--- config.mk ---
export PLATFORM = sky130hd
export DESIGN_NAME = power_up_manager_flat
export DESIGN_NICKNAME = d
export VERILOG_FILES = /design/src/rtl/power_up_if.sv /design/src/rtl/power_up_manager.sv /design/src/flat_wrapper.sv
export SDC_FILE = /design/constraint.sdc
export NUM_CORES = 1
export LEC_CHECK = 0
export CORE_ASPECT_RATIO = 2
export CORE_MARGIN = 1
export CORE_UTILIZATION = 26
export CTS_CLUSTER_SIZE = 25
export DETAILED_ROUTE_END_ITERATION = 8
export GPL_ROUTABILITY_DRIVEN = 0
export PLACE_DENSITY_LB_ADDON = 0.15
export SYNTH_ARGS = -nofsm -noshare
export SYNTH_HDL_FRONTEND = slang
export SYNTH_SLANG_ARGS = --single-unit
--- constraint.sdc ---
create_clock -name frame_clk -period 4.39 [get_ports frame_clk]
set_input_delay 0.439 -clock frame_clk [delete_from_list [all_inputs] [get_ports frame_clk]]
set_output_delay 0.439 -clock frame_clk [all_outputs]
set_load 0.05 [all_outputs]
--- src/rtl/power_up_if.sv ---
// Spawn/collect handshake between the LFSR spawner, player logic and the power-up manager.
interface power_up_if #(
  parameter int NUM_TYPES = 4,
  parameter int TYPE_W    = 2
);
  logic                 generate_powerup;
  logic [TYPE_W-1:0]    lfsr_type;
  logic                 collected;
  logic                 pending_valid;
  logic [TYPE_W-1:0]    pending_type;
  logic [NUM_TYPES-1:0] effect_active;
  logic [NUM_TYPES-1:0] effect_pulse;
  logic [3:0]           powerup_red;
  logic [3:0]           powerup_green;
  logic [3:0]           powerup_blue;

  modport master (
    output generate_powerup, lfsr_type, collected,
    input  pending_valid, pending_type, effect_active, effect_pulse,
           powerup_red, powerup_green, powerup_blue
  );

  modport slave (
    input  generate_powerup, lfsr_type, collected,
    output pending_valid, pending_type, effect_active, effect_pulse,
           powerup_red, powerup_green, powerup_blue
  );
endinterface

--- src/rtl/power_up_manager.sv ---
// One-at-a-time power-up spawner: pending/cooldown FSM plus one effect lane per type
// (frame countdown for timed types, single-frame pulse for instant types).
module pu_lane #(
  parameter bit INSTANT  = 1'b0,
  parameter int TIMER_W  = 10,
  parameter int DURATION = 600
) (
  input  logic frame_clk,
  input  logic Reset,
  input  logic hit,
  output logic active,
  output logic pulse
);
  if (INSTANT) begin : g_inst
    always_ff @(posedge frame_clk or posedge Reset)
      if (Reset) pulse <= 1'b0;
      else       pulse <= hit;
    assign active = 1'b0;
  end else begin : g_timed
    logic [TIMER_W-1:0] eff_ctr;
    // A fresh collection reloads the full duration, even mid-countdown.
    always_ff @(posedge frame_clk or posedge Reset)
      if (Reset)               eff_ctr <= '0;
      else if (hit)            eff_ctr <= TIMER_W'(DURATION);
      else if (eff_ctr != '0)  eff_ctr <= eff_ctr - 1'b1;
    assign active = (eff_ctr != '0);
    assign pulse  = 1'b0;
  end
endmodule

module power_up_manager #(
  parameter int                      NUM_TYPES    = 4,
  parameter int                      TYPE_W       = 2,
  parameter logic [NUM_TYPES-1:0]    INSTANT_MASK = 4'b0010,
  parameter int                      DURATION     = 600,
  parameter int                      LIFETIME     = 300,
  parameter int                      COOLDOWN     = 120,
  parameter int                      TIMER_W      = 10,
  parameter logic [12*NUM_TYPES-1:0] PALETTE      = {12'hFF0, 12'h0F0, 12'hFFF, 12'h00F}
) (
  input logic      frame_clk,
  input logic      Reset,
  power_up_if.slave pu
);
  typedef enum logic [1:0] {S_IDLE, S_PENDING, S_COOLDOWN} state_t;

  localparam logic [TYPE_W:0]    NT      = (TYPE_W+1)'(NUM_TYPES);
  localparam logic [TIMER_W-1:0] LIFE_T  = TIMER_W'(LIFETIME);
  localparam logic [TIMER_W-1:0] COOL_T  = TIMER_W'(COOLDOWN);
  localparam logic [TIMER_W-1:0] ONE_T   = TIMER_W'(1);

  state_t             state, state_nx;
  logic [TIMER_W-1:0] life_ctr, life_nx, cd_ctr, cd_nx;
  logic [TYPE_W-1:0]  type_q, type_nx;
  logic               apply;
  logic [11:0]        rgb_nx;
  logic [11:0]        rgb_q;
  logic               pend_q;
  logic [TYPE_W-1:0]  pend_type_q;
  logic [NUM_TYPES-1:0] hit;

  always_ff @(posedge frame_clk or posedge Reset)
    if (Reset) begin
      state    <= S_IDLE;
      life_ctr <= '0;
      cd_ctr   <= '0;
      type_q   <= '0;
    end else begin
      state    <= state_nx;
      life_ctr <= life_nx;
      cd_ctr   <= cd_nx;
      type_q   <= type_nx;
    end

  always_comb begin
    state_nx = state;
    life_nx  = life_ctr;
    cd_nx    = cd_ctr;
    type_nx  = type_q;
    apply    = 1'b0;
    unique case (state)
      S_IDLE:
        if (pu.generate_powerup && ({1'b0, pu.lfsr_type} < NT)) begin
          state_nx = S_PENDING;
          type_nx  = pu.lfsr_type;
          life_nx  = LIFE_T;
        end
      S_PENDING:
        // Collection is checked first so a last-frame grab still earns the effect.
        if (pu.collected) begin
          state_nx = S_COOLDOWN;
          apply    = 1'b1;
          cd_nx    = COOL_T;
        end else if (life_ctr <= ONE_T) begin
          state_nx = S_COOLDOWN;
          cd_nx    = COOL_T;
        end else begin
          life_nx  = life_ctr - 1'b1;
        end
      S_COOLDOWN:
        if (cd_ctr <= ONE_T) state_nx = S_IDLE;
        else                 cd_nx    = cd_ctr - 1'b1;
      default: state_nx = S_IDLE;
    endcase
  end

  always_comb begin
    rgb_nx = '0;
    for (int i = 0; i < NUM_TYPES; i++)
      if (type_nx == TYPE_W'(i)) rgb_nx = PALETTE[12*i +: 12];
  end

  // Outputs are flopped from next-state so they line up with the state register.
  always_ff @(posedge frame_clk or posedge Reset)
    if (Reset) begin
      pend_q      <= 1'b0;
      pend_type_q <= '0;
      rgb_q       <= '0;
    end else begin
      pend_q      <= (state_nx == S_PENDING);
      pend_type_q <= (state_nx == S_PENDING) ? type_nx : '0;
      rgb_q       <= (state_nx == S_PENDING) ? rgb_nx  : '0;
    end

  for (genvar g = 0; g < NUM_TYPES; g++) begin : g_lane
    assign hit[g] = apply && (type_q == TYPE_W'(g));
    pu_lane #(
      .INSTANT (INSTANT_MASK[g]),
      .TIMER_W (TIMER_W),
      .DURATION(DURATION)
    ) u_lane (
      .frame_clk(frame_clk),
      .Reset    (Reset),
      .hit      (hit[g]),
      .active   (pu.effect_active[g]),
      .pulse    (pu.effect_pulse[g])
    );
  end

  assign pu.pending_valid = pend_q;
  assign pu.pending_type  = pend_type_q;
  assign pu.powerup_red   = rgb_q[11:8];
  assign pu.powerup_green = rgb_q[7:4];
  assign pu.powerup_blue  = rgb_q[3:0];
endmodule

--- src/flat_wrapper.sv ---
// flat-port wrapper written by rule: the top's interface ports become plain ports
module power_up_manager_flat 
#(
  parameter int                      NUM_TYPES    = 4,
  parameter int                      TYPE_W       = 2,
  parameter logic [NUM_TYPES-1:0]    INSTANT_MASK = 4'b0010,
  parameter int                      DURATION     = 600,
  parameter int                      LIFETIME     = 300,
  parameter int                      COOLDOWN     = 120,
  parameter int                      TIMER_W      = 10,
  parameter logic [12*NUM_TYPES-1:0] PALETTE      = {12'hFF0, 12'h0F0, 12'hFFF, 12'h00F}
)
  (frame_clk, Reset, pu_generate_powerup, pu_lfsr_type, pu_collected, pu_pending_valid, pu_pending_type, pu_effect_active, pu_effect_pulse, pu_powerup_red, pu_powerup_green, pu_powerup_blue);
  power_up_if #(.NUM_TYPES(NUM_TYPES), .TYPE_W(TYPE_W)) pu_i ();
  input logic frame_clk;
  input logic Reset;
  input wire logic [$bits(pu_i.generate_powerup)-1:0] pu_generate_powerup;
  input wire logic [$bits(pu_i.lfsr_type)-1:0] pu_lfsr_type;
  input wire logic [$bits(pu_i.collected)-1:0] pu_collected;
  output wire logic [$bits(pu_i.pending_valid)-1:0] pu_pending_valid;
  output wire logic [$bits(pu_i.pending_type)-1:0] pu_pending_type;
  output wire logic [$bits(pu_i.effect_active)-1:0] pu_effect_active;
  output wire logic [$bits(pu_i.effect_pulse)-1:0] pu_effect_pulse;
  output wire logic [$bits(pu_i.powerup_red)-1:0] pu_powerup_red;
  output wire logic [$bits(pu_i.powerup_green)-1:0] pu_powerup_green;
  output wire logic [$bits(pu_i.powerup_blue)-1:0] pu_powerup_blue;
  assign pu_i.generate_powerup = pu_generate_powerup;
  assign pu_i.lfsr_type = pu_lfsr_type;
  assign pu_i.collected = pu_collected;
  assign pu_pending_valid = pu_i.pending_valid;
  assign pu_pending_type = pu_i.pending_type;
  assign pu_effect_active = pu_i.effect_active;
  assign pu_effect_pulse = pu_i.effect_pulse;
  assign pu_powerup_red = pu_i.powerup_red;
  assign pu_powerup_green = pu_i.powerup_green;
  assign pu_powerup_blue = pu_i.powerup_blue;
  power_up_manager #(.NUM_TYPES(NUM_TYPES), .TYPE_W(TYPE_W), .INSTANT_MASK(INSTANT_MASK), .DURATION(DURATION), .LIFETIME(LIFETIME), .COOLDOWN(COOLDOWN), .TIMER_W(TIMER_W), .PALETTE(PALETTE)) u_core (.frame_clk(frame_clk), .Reset(Reset), .pu(pu_i));
endmodule
==> summary.log <==
qor: worst_setup_path.r2r-start u_core.g_lane[3].u_lane.g_timed.eff_ctr[0]$_DFFE_PP0P_
qor: synth.area_share_of_xor_xnor_cells_in_the_synthesized_design 3.44%
qor: timing.fmaxAchievable 321 MHz
qor: synth.yosys_warnings 0
qor: worst_setup_path.worst_ep_arrival_time 2.67 ns
qor: routing.drt-wirelength-per-cell 14.7 µm
qor: finish.nets 362
qor: timing.worst_slack 1.28 ns
qor: synth.number_of_storage_elements_in_the_synthesis_netlist 60
qor: clock_network.cts_tree done
qor: synth.synth_area_per_cell 9.98 µm²
qor: synth.postSynthCellCount 332
qor: placed_design.detailedPlace.worstSlack 1.61 ns
qor: grt.grt_first_pass_wirelength 12200 µm
qor: worst_setup_path.r2r.worst_path.cells 6
qor: routing.post_drt_via_cell_ratio 5.00
qor: synth.number_of_unique_standard_cell_types_used_by_synthesis 51
qor: synth.post_synth_mux_area_share 2.12%
qor: routing.antenna_violating_nets_post_route 0
qor: clock_network.root_buffer_master sky130_fd_sc_hd__clkbuf_16
qor: worst_setup_path.critPathMaxFanout 7
qor: timing.timing.final.setup_violations 0
qor: routing.first_iter_violations 70
qor: outcome.outcome complete, no violations
qor: grt.maximum_number_of_pins_on_one_net_before_global_route_repair 40
qor: run.cap_violations 0
qor: synth.post_synth_instance_area 3310 µm²
qor: timing.finalHoldViolations 0
qor: routing.detail_route.wirelength 7390 µm
qor: finish.fraction_of_layout_instances_using_a_drive_strength_above_1 11.0%
qor: timing.relSlewSlack 35.7%
qor: clock_network.cts_buffer_depth 2
qor: timing.max_slew.worst_pin.slew 0.957 ns
qor: synth.yosys.area.top_type_share 45.3%
qor: floorplanning.chipWidth 81.8 µm
qor: worst_setup_path.slowest_delay 0.79 ns
qor: power_and_ir_drop.p_per_area 752 nW/µm²
qor: synth.synth.top_cells.by_count sky130_fd_sc_hd__dfrtp_1 (60), sky130_fd_sc_hd__nor2_1 (36), sky130_fd_sc_hd__a21oi_1 (19), sky130_fd_sc_hd__nand2_1 (19), sky130_fd_sc_hd__buf_4 (18)
qor: synth.synth_top_family_by_area simple AND/OR/NAND/NOR gates
qor: synth.post_synth_fa_ha_maj_area_fraction 2.64%
qor: synth.dominantRegCellSynth sky130_fd_sc_hd__dfrtp_1
qor: worst_setup_path.crit_type reg -> out
qor: synth.async_flop_share 100%
qor: routing.1st_pass_router_iterations 5
qor: timing.final.hold.worst_slack 0.539 ns
qor: min_path.tightest_hold_check_type reg -> reg
qor: floorplanning.std_cell_rows 58
qor: routing.remaining_drc_errors 0
qor: timing.grt_setup_unrepaired false
qor: clock_network.numCtsBuffers 9
qor: clock_network.post_cts_resized 0
qor: worst_setup_path.crit_path_start u_core.g_lane[2].u_lane.g_timed.eff_ctr[0]$_DFFE_PP0P_
qor: floorplanning.core-area 12500 µm²
qor: clock_network.postCtsSetupBuffers 0
qor: clock_network.clock_sinks 60
qor: worst_setup_path.capture_point_of_the_worst_path pu_effect_active[2]
qor: power_and_ir_drop.power.leakage 1.53 nW
qor: grt.grt_remaining_overflow 0
qor: worst_setup_path.worstPathRequired 3.95 ns
qor: grt.first_global_vias 2540
qor: worst_setup_path.cp_slowest_cell sky130_fd_sc_hd__clkdlybuf4s50_1
qor: timing.min_period_over_period 70.9%
qor: clock_network.ctsHoldBuffers 0
qor: clock_network.cts.htree.levels 3
qor: power_and_ir_drop.max-vdd-ir-drop 0.345 mV
qor: worst_setup_path.critical_path.cell_chain inv_1, ha_1, nor3b_1, nand3_2, clkdlybuf4s50_1
qor: grt.initial_antenna_violation_count 0
qor: floorplanning.floorplan.initialDensity 26.5%
qor: floorplanning.die_h 162 µm
qor: placed_design.port_buffers 24
qor: worst_setup_path.reg2reg_setup_slack 2.31 ns
qor: synth.yosys.area_share.simple 25.7%
qor: placed_design.dp_hpwl 5540 µm
qor: synth.sequential_to_total_area_share_from_yosys_stat 45.3%
qor: clock_network.insertion_delay 0.33 ns
qor: worst_setup_path.reg2reg_to u_core.g_lane[3].u_lane.g_timed.eff_ctr[6]$_DFFE_PP0P_
qor: synth.post-synth-top-area-cell sky130_fd_sc_hd__dfrtp_1
qor: synth.most_frequently_used_cell_type_in_the_post_synthesis_netlist sky130_fd_sc_hd__dfrtp_1
qor: floorplanning.floorplan.io_pins 29
qor: finish.syn_to_final_growth 19.6%
qor: worst_setup_path.crit_path_start_kind flop
qor: routing.detailroute.via_count 2520
qor: timing.totalNegativeSetupSlack 0 ns
qor: timing.max_transition_viols_final 0
qor: finish.antenna_cells 0
qor: synth.synth-edff-count 0
qor: floorplanning.die-area 13200 µm²
qor: grt.gr-usage-all-layers 12.4%
qor: timing.finalWorstPathRequiredPeriod 3.11 ns
qor: clock_network.worst_setup_hold_path_clk_slew 0.05 ns
qor: synth.netlist_top_cells_area sky130_fd_sc_hd__dfrtp_1 (45%), sky130_fd_sc_hd__buf_4 (4.1%), sky130_fd_sc_hd__nor2_1 (4.1%)
qor: timing.worst_setup_skew_after_layout 0.00561 ns
qor: worst_setup_path.critPathCaptureType primary output
qor: synth.synth_compound_area_share 14.2%
-- flip-flops by register name (all words and copies together), names as in the netlist --
register / cells
u_core.pu.pending_type: 2
u_core.life_ctr: 10
u_core.cd_ctr: 10
u_core.type_q: 2
u_core.state: 2
u_core.g_lane.u_lane.g_timed.eff_ctr: 30
u_core.pu.pending_valid: 1
u_core.rgb_q: 2
u_core.g_lane.u_lane.pulse: 1
-- worst min path at each step --
stage / startpoint / to / cells after the start
6_report: u_core.life_ctr[2]$_DFFE_PP0P_ / u_core.life_ctr[2]$_DFFE_PP0P_ / 1
5_1_grt: u_core.life_ctr[2]$_DFFE_PP0P_ / u_core.life_ctr[2]$_DFFE_PP0P_ / 1
4_1_cts: u_core.life_ctr[2]$_DFFE_PP0P_ / u_core.life_ctr[2]$_DFFE_PP0P_ / 1
3_5_place_dp: u_core.life_ctr[8]$_DFFE_PP0P_ / u_core.life_ctr[8]$_DFFE_PP0P_ / 2
3_3_place_gp: u_core.life_ctr[2]$_DFFE_PP0P_ / u_core.life_ctr[2]$_DFFE_PP0P_ / 1
2_1_floorplan: u_core.life_ctr[2]$_DFFE_PP0P_ / u_core.life_ctr[2]$_DFFE_PP0P_ / 1
-- final cells by class --
type | count | area, µm²
clock buffer | 12 | 256
clock inverter | 4 | 95.1
multi-input combinational | 236 | 1610
tap | 150 | 188
sequential | 60 | 1500
timing repair buffer | 25 | 248
fill | 1292 | 8520
inverter | 17 | 63.8
-- kinds of logic (layout without fill, tap and decap cells) --
group / Yosys count / count (layout)
other: 1 / 4
muxes: 7 / 7
DFF: 60 / 60
xor gates and xnor gates: 13 / 13
adders and majority gates: 7 / 7
buffers and inverters: 39 / 58
and+or+nand+nor: 143 / 143
AOI/OAI and AO/OA: 62 / 62
-- cells in the final DEF (no fill, tap or decap), types with 5 or more instances in the layout --
master / instances
sky130_fd_sc_hd__clkdlybuf4s50_1: 24
sky130_fd_sc_hd__nor3_1: 8
sky130_fd_sc_hd__o31ai_1: 5
sky130_fd_sc_hd__dfrtp_1: 60
sky130_fd_sc_hd__nand3_1: 13
sky130_fd_sc_hd__a21oi_1: 19
sky130_fd_sc_hd__mux2i_1: 7
sky130_fd_sc_hd__nand3b_1: 5
sky130_fd_sc_hd__xnor2_1: 13
sky130_fd_sc_hd__ha_1: 7
sky130_fd_sc_hd__nand2_1: 19
sky130_fd_sc_hd__inv_1: 16
sky130_fd_sc_hd__a211oi_1: 7
sky130_fd_sc_hd__o21ai_0: 10
sky130_fd_sc_hd__clkbuf_16: 9
sky130_fd_sc_hd__nor2_1: 36
sky130_fd_sc_hd__nand4_1: 5
sky130_fd_sc_hd__or3_1: 11
-- worst max-delay path: cells and delay by family (launching register included) --
kind | cells | cell delay [ns]
adder cells (fa/ha/maj) | 1 | 0.17
buffers and inverters | 2 | 0.86
flip-flops | 1 | 0.42
AND/OR/NAND/NOR | 2 | 0.90
-- report_power, final --
part           switching, W  leakage [nW]  total [W]  internal [W]
registers          0.000274         0.709    0.00105      0.000777
logic              0.000665         0.648    0.00110      0.000432
clock network      0.000245         0.173   0.000830      0.000584
total               0.00118          1.53    0.00298       0.00179
-- per-stage QoR --
| stage | cells | utilization (%) | instance area [µm²] | power [W] |
|---|---|---|---|---|
| 2_1_floorplan | 335 | - | 3320 | 0.00189 |
| 3_3_place_gp | 488 | 28.9 | 3610 | 0.00216 |
| 3_5_place_dp | 488 | 28.9 | 3610 | 0.00217 |
| 4_1_cts | 504 | 31.7 | 3960 | 0.00302 |
| 5_1_grt | 504 | 31.7 | 3960 | 0.00319 |
| 6_report | 504 | 31.7 | 3960 | 0.00298 |
-- routing by layer --
metal / GRT usage (%) / part of all wire (%) / up-vias
li1: - / - / 1223
met1: 12.1 / 37 / 1226
met2: 22.8 / 56 / 50
met3: 2.15 / 2.4 / 21
met4: 7.42 / 3.8 / 0
met5: 0 / 0 / -
Power figures use the tool's default switching activity.
